===== config.mk =====
export PLATFORM = sky130hd
export DESIGN_NAME = vga_timing_gen
export DESIGN_NICKNAME = d
export VERILOG_FILES = /design/src/rtl/vga_timing_gen.sv
export SDC_FILE = /design/constraint.sdc
export NUM_CORES = 1
export LEC_CHECK = 0
export ABC_AREA = 1
export BUFFER_PORTS_ARGS = -buffer_cell sky130_fd_sc_hd__buf_2
export CAP_MARGIN = 20
export CORE_UTILIZATION = 55
export DETAILED_ROUTE_END_ITERATION = 7
export GPL_TIMING_DRIVEN = 0
export PLACE_DENSITY_LB_ADDON = 0.1
export RECOVER_POWER = 50
export SLEW_MARGIN = 20
export SYNTH_ARGS = -nofsm -noshare
export SYNTH_HDL_FRONTEND = slang
export SYNTH_SLANG_ARGS = --single-unit

===== constraint.sdc =====
create_clock -name i_clk -period 8.8 [get_ports i_clk]
set_input_delay 0 -clock i_clk [delete_from_list [all_inputs] [get_ports i_clk]]
set_output_delay 0 -clock i_clk [all_outputs]
set_load 0.02 [all_outputs]

===== src/rtl/vga_timing_gen.sv =====
// Parametrised VGA raster timing generator. Pixel requests are issued LEAD cycles
// ahead of the registered sync/DE/colour outputs so a lookup can sit in between.
module vga_timing_gen #(
    parameter int unsigned H_ACTIVE = 1600,
    parameter int unsigned H_FRONT  = 96,
    parameter int unsigned H_SYNC   = 24,
    parameter int unsigned H_BACK   = 80,
    parameter int unsigned V_ACTIVE = 900,
    parameter int unsigned V_FRONT  = 96,
    parameter int unsigned V_SYNC   = 1,
    parameter int unsigned V_BACK   = 3,
    parameter bit          H_POL    = 1'b0,
    parameter bit          V_POL    = 1'b0,
    parameter int unsigned LEAD     = 2,
    parameter int unsigned CW       = 8,
    parameter int unsigned XW       = 11,
    parameter int unsigned YW       = 10
) (
    input  logic            i_clk,
    input  logic            i_rst,
    output logic [XW-1:0]   o_req_x,
    output logic [YW-1:0]   o_req_y,
    output logic            o_req_valid,
    input  logic [3*CW-1:0] i_color,
    output logic            o_hsync,
    output logic            o_vsync,
    output logic            o_de,
    output logic [CW-1:0]   o_r,
    output logic [CW-1:0]   o_g,
    output logic [CW-1:0]   o_b,
    output logic            o_line_start,
    output logic            o_frame_start,
    output logic [31:0]     o_frame_cnt
);

    localparam int unsigned H_TOTAL = H_SYNC + H_BACK + H_ACTIVE + H_FRONT;
    localparam int unsigned V_TOTAL = V_SYNC + V_BACK + V_ACTIVE + V_FRONT;

    localparam logic [XW-1:0] H_LAST      = XW'(H_TOTAL - 1);
    localparam logic [XW-1:0] H_SYNC_END  = XW'(H_SYNC);
    localparam logic [XW-1:0] H_ACT_START = XW'(H_SYNC + H_BACK);
    localparam logic [XW-1:0] H_ACT_END   = XW'(H_SYNC + H_BACK + H_ACTIVE);
    localparam logic [YW-1:0] V_LAST      = YW'(V_TOTAL - 1);
    localparam logic [YW-1:0] V_SYNC_END  = YW'(V_SYNC);
    localparam logic [YW-1:0] V_ACT_START = YW'(V_SYNC + V_BACK);
    localparam logic [YW-1:0] V_ACT_END   = YW'(V_SYNC + V_BACK + V_ACTIVE);

    if (H_ACTIVE == 0 || H_FRONT == 0 || H_SYNC == 0 || H_BACK == 0 ||
        V_ACTIVE == 0 || V_FRONT == 0 || V_SYNC == 0 || V_BACK == 0 ||
        LEAD == 0 || XW < $clog2(H_TOTAL) || YW < $clog2(V_TOTAL)) begin : g_bad_params
        $error("vga_timing_gen: zero-width region, LEAD=0 or counter width too small");
    end

    // Region flags carried down the delay line, not sync levels: blank is all zero.
    typedef struct packed {
        logic hs;
        logic vs;
        logic act;
        logic line;
        logic frame;
    } tap_t;

    function automatic logic h_active(input logic [XW-1:0] h);
        return (h >= H_ACT_START) && (h < H_ACT_END);
    endfunction

    function automatic logic v_active(input logic [YW-1:0] v);
        return (v >= V_ACT_START) && (v < V_ACT_END);
    endfunction

    logic [XW-1:0]   h_cnt_q, h_cnt_d;
    logic [YW-1:0]   v_cnt_q, v_cnt_d;
    logic [XW-1:0]   req_x_q, req_x_d;
    logic [YW-1:0]   req_y_q, req_y_d;
    logic            req_valid_q, req_valid_d;
    tap_t            dec, tap;
    logic            hsync_q, hsync_d;
    logic            vsync_q, vsync_d;
    logic            de_q, de_d;
    logic [3*CW-1:0] color_q, color_d;
    logic            line_q, line_d;
    logic            frame_q, frame_d;
    logic [31:0]     frame_cnt_q, frame_cnt_d;
    logic            seen_frame_q, seen_frame_d;

    // NOTE: every signal written in always_comb gets a default first, so no path
    // can leave it unassigned and infer a latch.
    always_comb begin
        h_cnt_d = h_cnt_q + XW'(1);
        v_cnt_d = v_cnt_q;
        if (h_cnt_q == H_LAST) begin
            h_cnt_d = '0;
            v_cnt_d = (v_cnt_q == V_LAST) ? '0 : v_cnt_q + YW'(1);
        end
    end

    // Requests are computed from the next count so they stay aligned with the counters.
    always_comb begin
        req_valid_d = h_active(h_cnt_d) && v_active(v_cnt_d);
        req_x_d     = req_valid_d ? h_cnt_d - H_ACT_START : '0;
        req_y_d     = req_valid_d ? v_cnt_d - V_ACT_START : '0;
    end

    always_comb begin
        dec.hs    = (h_cnt_q < H_SYNC_END);
        dec.vs    = (v_cnt_q < V_SYNC_END);
        dec.act   = h_active(h_cnt_q) && v_active(v_cnt_q);
        dec.line  = (h_cnt_q == '0);
        dec.frame = (h_cnt_q == '0) && (v_cnt_q == '0);
    end

    // Decode, LEAD-1 delay stages and the output register add up to LEAD cycles.
    if (LEAD == 1) begin : g_no_delay
        assign tap = dec;
    end else begin : g_delay
        tap_t dly_q [LEAD-1];

        always_ff @(posedge i_clk or posedge i_rst) begin
            if (i_rst) begin
                for (int i = 0; i < int'(LEAD) - 1; i++) dly_q[i] <= '0;
            end else begin
                dly_q[0] <= dec;
                for (int i = 1; i < int'(LEAD) - 1; i++) dly_q[i] <= dly_q[i-1];
            end
        end

        assign tap = dly_q[LEAD-2];
    end

    always_comb begin
        hsync_d      = tap.hs ? H_POL : !H_POL;
        vsync_d      = tap.vs ? V_POL : !V_POL;
        de_d         = tap.act;
        color_d      = tap.act ? i_color : '0;
        line_d       = tap.line;
        frame_d      = tap.frame;
        frame_cnt_d  = frame_cnt_q;
        seen_frame_d = seen_frame_q;
        // The first frame after reset is not a completed frame, so it only arms the count.
        if (tap.frame) begin
            if (seen_frame_q) frame_cnt_d = frame_cnt_q + 32'd1;
            seen_frame_d = 1'b1;
        end
    end

    // NOTE: sequential state uses non-blocking assignments so every register samples
    // pre-edge values regardless of block order; the async reset clears all of it.
    always_ff @(posedge i_clk or posedge i_rst) begin
        if (i_rst) begin
            h_cnt_q      <= '0;
            v_cnt_q      <= '0;
            req_x_q      <= '0;
            req_y_q      <= '0;
            req_valid_q  <= 1'b0;
            hsync_q      <= !H_POL;
            vsync_q      <= !V_POL;
            de_q         <= 1'b0;
            color_q      <= '0;
            line_q       <= 1'b0;
            frame_q      <= 1'b0;
            frame_cnt_q  <= '0;
            seen_frame_q <= 1'b0;
        end else begin
            h_cnt_q      <= h_cnt_d;
            v_cnt_q      <= v_cnt_d;
            req_x_q      <= req_x_d;
            req_y_q      <= req_y_d;
            req_valid_q  <= req_valid_d;
            hsync_q      <= hsync_d;
            vsync_q      <= vsync_d;
            de_q         <= de_d;
            color_q      <= color_d;
            line_q       <= line_d;
            frame_q      <= frame_d;
            frame_cnt_q  <= frame_cnt_d;
            seen_frame_q <= seen_frame_d;
        end
    end

    assign o_req_x       = req_x_q;
    assign o_req_y       = req_y_q;
    assign o_req_valid   = req_valid_q;
    assign o_hsync       = hsync_q;
    assign o_vsync       = vsync_q;
    assign o_de          = de_q;
    assign {o_r, o_g, o_b} = color_q;
    assign o_line_start  = line_q;
    assign o_frame_start = frame_q;
    assign o_frame_cnt   = frame_cnt_q;

endmodule


==> results of run 1 <==
-- sequential cells by signal (all words and copies together) (netlist names) --
name / cells
o_frame_cnt: 32
color_q: 24
h_cnt_q: 11
o_req_x: 11
o_req_y: 10
v_cnt_q: 10
g_delay.dly_q: 2
de_d: 1
frame_d: 1
line_d: 1
o_de: 1
o_frame_start: 1
o_hsync: 1
o_line_start: 1
o_req_valid: 1
o_vsync: 1
seen_frame_q: 1
-- layout make-up --
type	count	area share [%]
well taps	111	2.23
clock inverters	6	0.963
repair buffers	134	11.8
plain buffers	8	1.00
flip-flops and latches	110	44.2
inverters	102	6.16
multi-input cells	373	31.5
clock buffers	10	2.21
-- placed cells by master, fill, tap and decap left out, drive strengths merged --
| master | instances |
|---|---|
| nand2 | 143 |
| ha | 10 |
| xnor2 | 16 |
| nand3 | 37 |
| a21oi | 4 |
| o21ai | 10 |
| xor2 | 25 |
| clkbuf | 62 |
| nand3b | 1 |
| clkinv | 2 |
| dfstp | 2 |
| clkinvlp | 1 |
| nand4 | 20 |
| nor2 | 90 |
| nor4 | 1 |
| a21o | 1 |
| dfrtp | 108 |
| or2 | 1 |
| buf | 65 |
| o21bai | 1 |
| dlygate4sd3 | 25 |
| nor3 | 12 |
| inv | 105 |
| a2111oi | 1 |
-- critical path, cell delays in order --
cell           delay (ns)
dlygate4sd3_1        0.54
buf_2                0.13
clkinvlp_2           1.32
clkbuf_1             2.15
-- synth_stat cells, types with 4 or more instances --
cell	count	area, um^2
nand2_1	139	522
nand4_1	20	125
nor2_1	62	233
ha_1	10	125
nor3_1	12	60.1
buf_6	4	45.0
nand3_1	36	180
inv_1	99	372
nor2_2	26	163
xor2_1	24	210
o21ai_0	6	30.0
xnor2_1	16	140
dfrtp_1	108	2700
-- repair_timing --
item / CTS / global route
hold buffers: 25 / 0
hold endpoints to repair: 77 / 0
setup endpoints to repair: 0 / 0
-- worst max path at each step --
stage,end,slack (ns),depth (start not counted)
finish,v_cnt_q[6],4.49,4
CTS,o_req_x[1],6.03,15
global placement,o_req_y[5],4.77,2
global route,v_cnt_q[6],3.53,4
floorplan,color_q[0],5.90,1
detailed placement,o_req_y[3],6.06,15
-- routing by layer --
layer	up-vias	GRT usage (%)	wire [um]
met3	18	4.26	436
met2	97	38.9	5200
met5	-	0	0
met4	0	8.27	197
met1	1987	30.4	4860
li1	2104	-	-
-- stage by stage --
stage / power, mW / std cells / hold WS, ns / utilization [%]
5_1_grt: 0.861 / 854 / 0.328 / 68.1
6_report: 0.830 / 854 / 0.336 / 68.1
3_5_place_dp: 0.532 / 813 / 0.0846 / 64.2
4_1_cts: 0.843 / 854 / 0.208 / 69.1
3_3_place_gp: 0.530 / 812 / 0.187 / 63.9
2_1_floorplan: 0.522 / 593 / 0.104 / -
-- kinds of logic after synthesis --
family,count (synthesis)
and+or+nand+nor,305
buffers and inverters,110
DFF,110
xor gates and xnor gates,41
AOI/OAI and AO/OA,17
adders and majority gates,10
-- power by group --
part / internal (mW) / leakage [nW] / switching [mW]
Sequential: 0.505 / 1.51 / 0
Combinational: 0.0112 / 2.00 / 0.0127
Clock: 0.119 / 0.103 / 0.182
==> impl_metrics.toml, run 1 <==
[power_and_ir_drop]
ir_drop_mv = 0.109
p_per_area_nw_per_um2 = 133
p_leak_nw = 3.61

[grt]
grt_overflow = 0
grt_pass1_vias = 3943
grt_first_pass_wirelength_mm = 18.0
track_usage_pct = 23.2
antenna_found_initial = 0
grt_max_degree = 57

[synthesis]
syn-cell-area_um2 = 5170
synthAdderAreaFrac_pct = 2.42
async_flop_share_pct = 100
ys_seq_elements = 110
ys.warnings.count = 0
synth-compound-area-share_pct = 2.11
synth_nets = 629
yosys.area_share.simple_pct = 26.4
synth-edff-count = 0
synth_top_family_by_area = "simple AND/OR/NAND/NOR gates"
synth.avg_cell_area_um2 = 8.71
syn_inst = 593
yosys_most_used_dff = "dfrtp_1"
synth-xor-area-share_pct = 7.10
ys_seq_area_share_pct = 53.3
ys_types = 32
muxShareOfSynthArea_pct = 0

[setup_path]
crit_start = "i_rst"
r2r_slack_ns = 6.06
r2r_start = "h_cnt_q[0]"
reg2reg_to = "o_req_x[1]"
cp.arrival_ns = 4.16
start_kind = "primary input"
cp.required_ns = 8.65
path_max_fanout = 56
r2r_cells = 15
criticalPathCategory = "in2async"
end_kind = "asynchronous set/reset pin"

[status]
violations = "capacitance limit, slew limit"
status = "finished with violations"

[drt]
wl_mm = 10.7
drt_first_pass_iters = 4
antenna_left = 0
drcViolationCount = 0
wl_per_cell_um = 12.5
via_per_inst = 4.93
vias = 4206
drt_iter0_markers = 107

[final_layout]
fill_cells = 790
seq_area_um2 = 2760
fin_area_um2 = 6240
antennaDiodeCount = 0
drive_gt1_share_pct = 17.0
syn_to_final_growth_pct = 20.7
multi_input_area_um2 = 1970
nets = 774

[clock_tree]
root_buffer = "clkbuf_8"
clock_sinks = 110
post_cts_resized = 0
cts_max_path_buffers = 2
cts_buffers = 9
insertion_delay_ns = 0.38
path_clk_slew_ns = 0.12
cts.htree.levels = 3
cts_setup_buffers = 0
cts_tree = "yes"

[min_path]
whs_endpoint = "color_q[17]"
worstHoldPathCells = 4
hp-class = "in2reg"
worstHoldStart = "i_color[17]"

[sta]
hold_violations = 0
rsz0062_at_grt = "false"
max_clock_freq_ghz = 0.232
setup_tns_ns = 0
slew_headroom_pct = -94.5
finalSetupViolations = 0
layout_setup_ws_ns = 4.49
period_share_pct = 49.0
finalMaxSlewViolations = 113
tightest_slew_ns = 2.92
skew_ns = 0.0170
min_period_ns = 4.31

[floorplan]
die_area_um2 = 9790
core_um2 = 9150
start_util_pct = 56.4
row_count = 35
die_h_um = 98.9
dieWidth_um = 98.9
io_pins = 109

[placed_design]
preCtsSetupSlack_ns = 6.06
placed_area_um2 = 5880
routabilityCongestion = 0.853
io_buffers = 108
hpwl_mm = 7.54

[job]
cap_violations = 2
Note: power is estimated with default switching activity, not from simulation.
==> inputs of run 2 (changes only) <==
Settings changed: ABC_AREA 1 to 0, CORE_UTILIZATION 55 to 49.
Clock period 8.8 ns to 3.55 ns, I/O delays scaled along.
==> run 2 against run 1 <==
Effect of this change: the run still ends with capacitance limit, slew limit left; register-to-register slack worse by 5.5 ns; cell area down 3.3%; final cell count down 17%.
==> impl_metrics.toml, run 2 <==
[power_and_ir_drop]
p_comb_share_pct = 2.9
cell_internal_pwr_mw = 1.63
p_leak_nw = 2.95
p_sw_mw = 0.503
clkPwrFrac_pct = 38.5
switching_share_pct = 23.6
p_per_area_nw_per_um2 = 354
ir_drop_mv = 0.235
share_seq_of_total_power_pct = 58.6

[synthesis]
synth_area_leaders = "dfrtp_1, xnor2_1, and2_1"
synth.avg_cell_area_um2 = 11.5
syn-cell-area_um2 = 4890
ys_seq_elements = 110
syn_inst = 427
ys.warnings.count = 0
yosysTopAreaCellShare_pct = 55.2
synth-edff-count = 0
ys_types = 58
yosys.area.top_type = "dfrtp_1"
yosys_most_used_dff = "dfrtp_1"
ys_seq_area_share_pct = 56.3
synth_nets = 463
synth_common_cells = "dfrtp_1, xnor2_1, and2_1, nand2_1, nor2_1"
synth_most_common_cell = "dfrtp_1"
async_flop_share_pct = 100

[drt]
vias = 3590
top_layer = "met4"
wl_mm = 10.6
drt_iter0_markers = 96
drcViolationCount = 0
drt_first_pass_iters = 4
met1Wirelength_mm = 4.94
antenna_left = 0
wl_met3_um = 379
wl_met2_mm = 5.04
via_per_inst = 5.06
wl_per_cell_um = 14.9

[grt]
antenna_found_initial = 0
grt_pass1_vias = 3465
grt_max_degree = 63
track_usage_pct = 21.2
grt_first_pass_wirelength_mm = 16.9
grt_overflow = 0

[placed_design]
io_buffers = 108
placed_area_um2 = 5630
dp_cells = 669
routabilityCongestion = 0.899
hpwl_mm = 7.34
preCtsSetupSlack_ns = 0.501

[sta]
min_period_ns = 3.04
layout_setup_ws_ns = 0.512
tightest_slew_ns = 2.20
slew_headroom_pct = -47.6
skew_ns = 0.0145
rsz0062_at_grt = "false"
hold_violations = 0
holdWs_ns = 0.363
period_share_pct = 85.6
finalSetupViolations = 0
max_clock_freq_ghz = 0.329
finalMaxSlewViolations = 49

[floorplan]
io_pins = 109
core_um2 = 9730
dieWidth_um = 102
die_area_um2 = 10400
start_util_pct = 50.3
row_count = 36
die_h_um = 102

[final_layout]
syn_to_final_growth_pct = 23.3
antennaDiodeCount = 0
drive_gt1_share_pct = 18.4
largest_register_ffs = 32
final_common_cell = "dfrtp_1"
seq_area_um2 = 2760
fill_cells = 840
final_cells = 710
nets = 608
multi_input_area_um2 = 1950
mostFrequentLayoutCells = "dfrtp_1, clkbuf_1, buf_2"
finalCoreUtilization_pct = 62.0
fin_area_um2 = 6030

[clock_tree]
clock_sinks = 110
path_clk_slew_ns = 0.11
cts.htree.levels = 3
post_cts_resized = 0
cts_max_path_buffers = 2
root_buffer = "clkbuf_8"
cts_setup_buffers = 0
insertion_delay_ns = 0.37
ctsHoldBuffers = 25
cts_tree = "yes"
cts_buffers = 9

[setup_path]
path_max_fanout = 10
cp.arrival_ns = 3.28
r2r_slack_ns = 0.51
start_kind = "flop"
cp.required_ns = 3.79
end_kind = "flop"
criticalPathCategory = "reg2reg"

[min_path]
hp-class = "reg2reg"

[job]
cap_violations = 1

[status]
status = "finished with violations"
violations = "capacitance limit, slew limit"
==> run 2: per-layer routing <==
metal | vias up | global-route usage [%]
li1 | 1744 | -
met1 | 1752 | 29.4
met2 | 75 | 33.7
met3 | 19 | 3.49
met4 | 0 | 8.35
met5 | - | 0
==> run 2: worst paths after layout <==
kind                               end        startpoint  cells past startpoint
max                         o_req_y[2]        h_cnt_q[0]                     13
min                            o_hsync  g_delay.dly_q[4]                      1
max reg2reg                 o_req_y[2]        h_cnt_q[0]                     13
min reg2reg                    o_hsync  g_delay.dly_q[4]                      1
max in group asynchronous      o_hsync             i_rst                      4
min in group asynchronous  color_q[13]             i_rst                      3
==> run 2: logic make-up (layout without fill, tap and decap cells) <==
group | Yosys count | in the layout | synth area share [%]
AOI/OAI and AO/OA | 39 | 39 | 6.32
xor gates and xnor gates | 52 | 52 | 9.46
adders and majority gates | 10 | 10 | 2.56
buffers and inverters | 36 | 186 | 3.86
DFF | 110 | 110 | 56.3
muxes | 4 | 4 | 0.946
and+or+nand+nor | 176 | 176 | 20.6
==> run 2: through the flow <==
step	power [mW]	TNS, ns
after floorplan	1.30	0
after global placement	1.31	-60.00
after detailed placement	1.32	0
after CTS	2.16	0
after global routing	2.21	0
final	2.14	0
==> run 2: final cells by class <==
type                       count  area share [%]
multi-input combinational    281            32.3
timing repair buffer         134            12.4
tap                          133            2.76
sequential                   110            45.7
buffer                        11            1.58
clock inverter                 7            1.66
inverter                      25            1.58
clock buffer                   9            2.05
==> run 2: power by group through the flow <==
stage	combinational [mW]	sequential, mW	clock, mW
3_3_place_gp	0.0368	1.28	0
3_5_place_dp	0.0424	1.28	0
5_1_grt	0.0710	1.25	0.889
6_report	0.0616	1.25	0.822
2_1_floorplan	0.0182	1.28	0
4_1_cts	0.0641	1.25	0.845
==> run 2: worst max-delay path, cell delays in order, from the launching register on <==
cell       delay, ns
dfrtp_1         0.45
ha_1            0.28
and4b_1         0.29
and3_4          0.21
buf_6           0.14
nor2_1          0.29
inv_1           0.08
ha_1            0.26
o21bai_1        0.17
a21oi_1         0.17
o2111ai_1       0.17
nand2_2         0.16
buf_6           0.18
nor3_2          0.06
==> inputs of run 3 (changes only) <==
Settings changed: PLACE_DENSITY from default to 0.87, PLACE_DENSITY_LB_ADDON 0.1 to default.
==> run 3 against run 2 <==
Effect of this change: sequential share of layout area decreased by 0.16 points; die area unchanged; cell area increased by 0.35%; highest routed layer unchanged; fmax increased by 0.42%; worst hold slack got worse by 0.0022 ns; flip-flop and latch count unchanged; power increased by 0.43%; count of clock-buffer cells in the layout increased by 3; the run now ends clean; non-clock buffer count unchanged; critical endpoint unchanged; sequential power about the same; core utilization increased by 0.22 points; via count increased by 2.8%.
==> impl_metrics.toml, run 3 (same netlist as run 2, synthesis figures left out) <==
[clock_tree]
cts.htree.levels = 3
cts_max_path_buffers = 2
root_buffer = "clkbuf_8"
clock_sinks = 110
cts_buffers = 9
insertion_delay_ns = 0.37
cts_setup_buffers = 0
path_clk_slew_ns = 0.10
cts_tree = "yes"

[power_and_ir_drop]
p_leak_nw = 3.06
ir_drop_mv = 0.192
cell_internal_pwr_mw = 1.69
share_seq_of_total_power_pct = 58.4
p_comb_share_pct = 2.9
p_per_area_nw_per_um2 = 354
clkPwrFrac_pct = 38.7
p_sw_mw = 0.458
switching_share_pct = 21.4

[sta]
max_clock_freq_ghz = 0.331
setup_tns_ns = 0
period_share_pct = 85.2
skew_ns = 0.0106
rsz0062_at_grt = "false"
finalMaxSlewViolations = 0
slew_headroom_pct = 12.6
min_period_ns = 3.03
finalSetupViolations = 0
tightest_slew_ns = 1.30
hold_violations = 0

[drt]
antenna_left = 0
wl_mm = 11.3
vias = 3691
via_per_inst = 5.20
drcViolationCount = 0
drt_iter0_markers = 224
drt_first_pass_iters = 4
wl_per_cell_um = 16.0

[status]
status = "finished clean"

[setup_path]
reg2reg_to = "o_req_y[2]"
cp_num_cells = 13
r2r_cells = 13
crit_family = "simple AND/OR/NAND/NOR gates"
end_kind = "flop"
crit_start = "h_cnt_q[0]"
crit_path_max_incr_delay_ns = 0.45
path_max_fanout = 10
r2r_start = "h_cnt_q[0]"
setup.worst_path.end = "o_req_y[2]"
cp.arrival_ns = 3.26
cp.required_ns = 3.79
critical-path-slowest-cell = "dfrtp_1"
start_kind = "flop"
r2r_slack_ns = 0.52
criticalPathCategory = "reg2reg"
crit_buf_inv = 3
path_cells = "ha_1 > and4b_1 > and3_4 > buf_6 > nor2_1 > inv_1 > ha_1 > o21bai_1 > a21oi_1 > o2111ai_1 > nand2_2 > buf_6 > nor3_2"

[final_layout]
mostFrequentLayoutCells = "dfrtp_1, buf_2, clkbuf_1"
multi_input_area_um2 = 1950
drive_gt1_share_pct = 22.4
final_common_cell = "dfrtp_1"
finalCoreUtilization_pct = 62.2
largest_register_ffs = 32
antennaDiodeCount = 0
syn_to_final_growth_pct = 23.7
seq_area_um2 = 2760
fill_cells = 751
final_cells = 710
nets = 608

[grt]
grt_pass1_vias = 3679
grt_first_pass_wirelength_mm = 17.9
grt_max_degree = 84
antenna_found_initial = 0
grt_overflow = 0
track_usage_pct = 22.6

[job]
cap_violations = 0

[floorplan]
start_util_pct = 50.3
core_um2 = 9730
die_area_um2 = 10400
row_count = 36
die_h_um = 102
io_pins = 109
dieWidth_um = 102

[min_path]
hp-class = "reg2reg"

[placed_design]
hpwl_mm = 7.34
io_buffers = 108
dp_cells = 669
routabilityCongestion = 0.873
## run 3: per-stage QoR
stage / hold slack [ns] / worst slack [ns] / power (mW) / area [um^2]
floorplan: 0.134 / 0.651 / 1.30 / 4890
global placement: 0.212 / -0.339 / 1.31 / 5600
detailed placement: -0.0153 / 0.532 / 1.32 / 5630
CTS: 0.132 / 0.516 / 2.16 / 6100
global route: 0.375 / 0.285 / 2.22 / 6050
finish: 0.360 / 0.525 / 2.15 / 6050
## run 3: worst min path at each step
stage,start,to,slack [ns],cells after the start
after global placement,i_color[11],color_q[11],0.21,2
after global routing,g_delay.dly_q[3],o_vsync,0.37,1
after floorplan,i_color[0],color_q[0],0.13,1
after CTS,i_rst,v_cnt_q[7],0.13,3
final,g_delay.dly_q[3],o_vsync,0.36,1
after detailed placement,i_rst,color_q[10],-0.02,2
## run 3: area by class of cell
class,count,area share (%)
buffer,11,1.57
clock buffer,12,2.23
clock inverter,4,1.28
inverter,25,1.57
multi-input combinational,281,32.2
sequential,110,45.5
tap,133,2.75
timing repair buffer,134,12.9
## run 3: per-layer routing
metal | global-route usage (%) | routed length [um]
met4 | 12.6 | 355
met1 | 28.3 | 4830
met2 | 37.7 | 5530
met5 | 0 | 0
met3 | 3.28 | 626
## run 3: timing repair
action	4_1_cts	5_1_grt
endpoints found under the hold margin	132	0
hold buffers	25	0
resized for setup	0	0
## run 3: power groups by stage
stage               Clock [mW]  Combinational, mW  Sequential [mW]
detailed placement           0             0.0425             1.28
floorplan                    0             0.0182             1.28
finish                   0.831             0.0631             1.25
CTS                      0.841             0.0640             1.25
global placement             0             0.0363             1.28
global route             0.895             0.0709             1.25
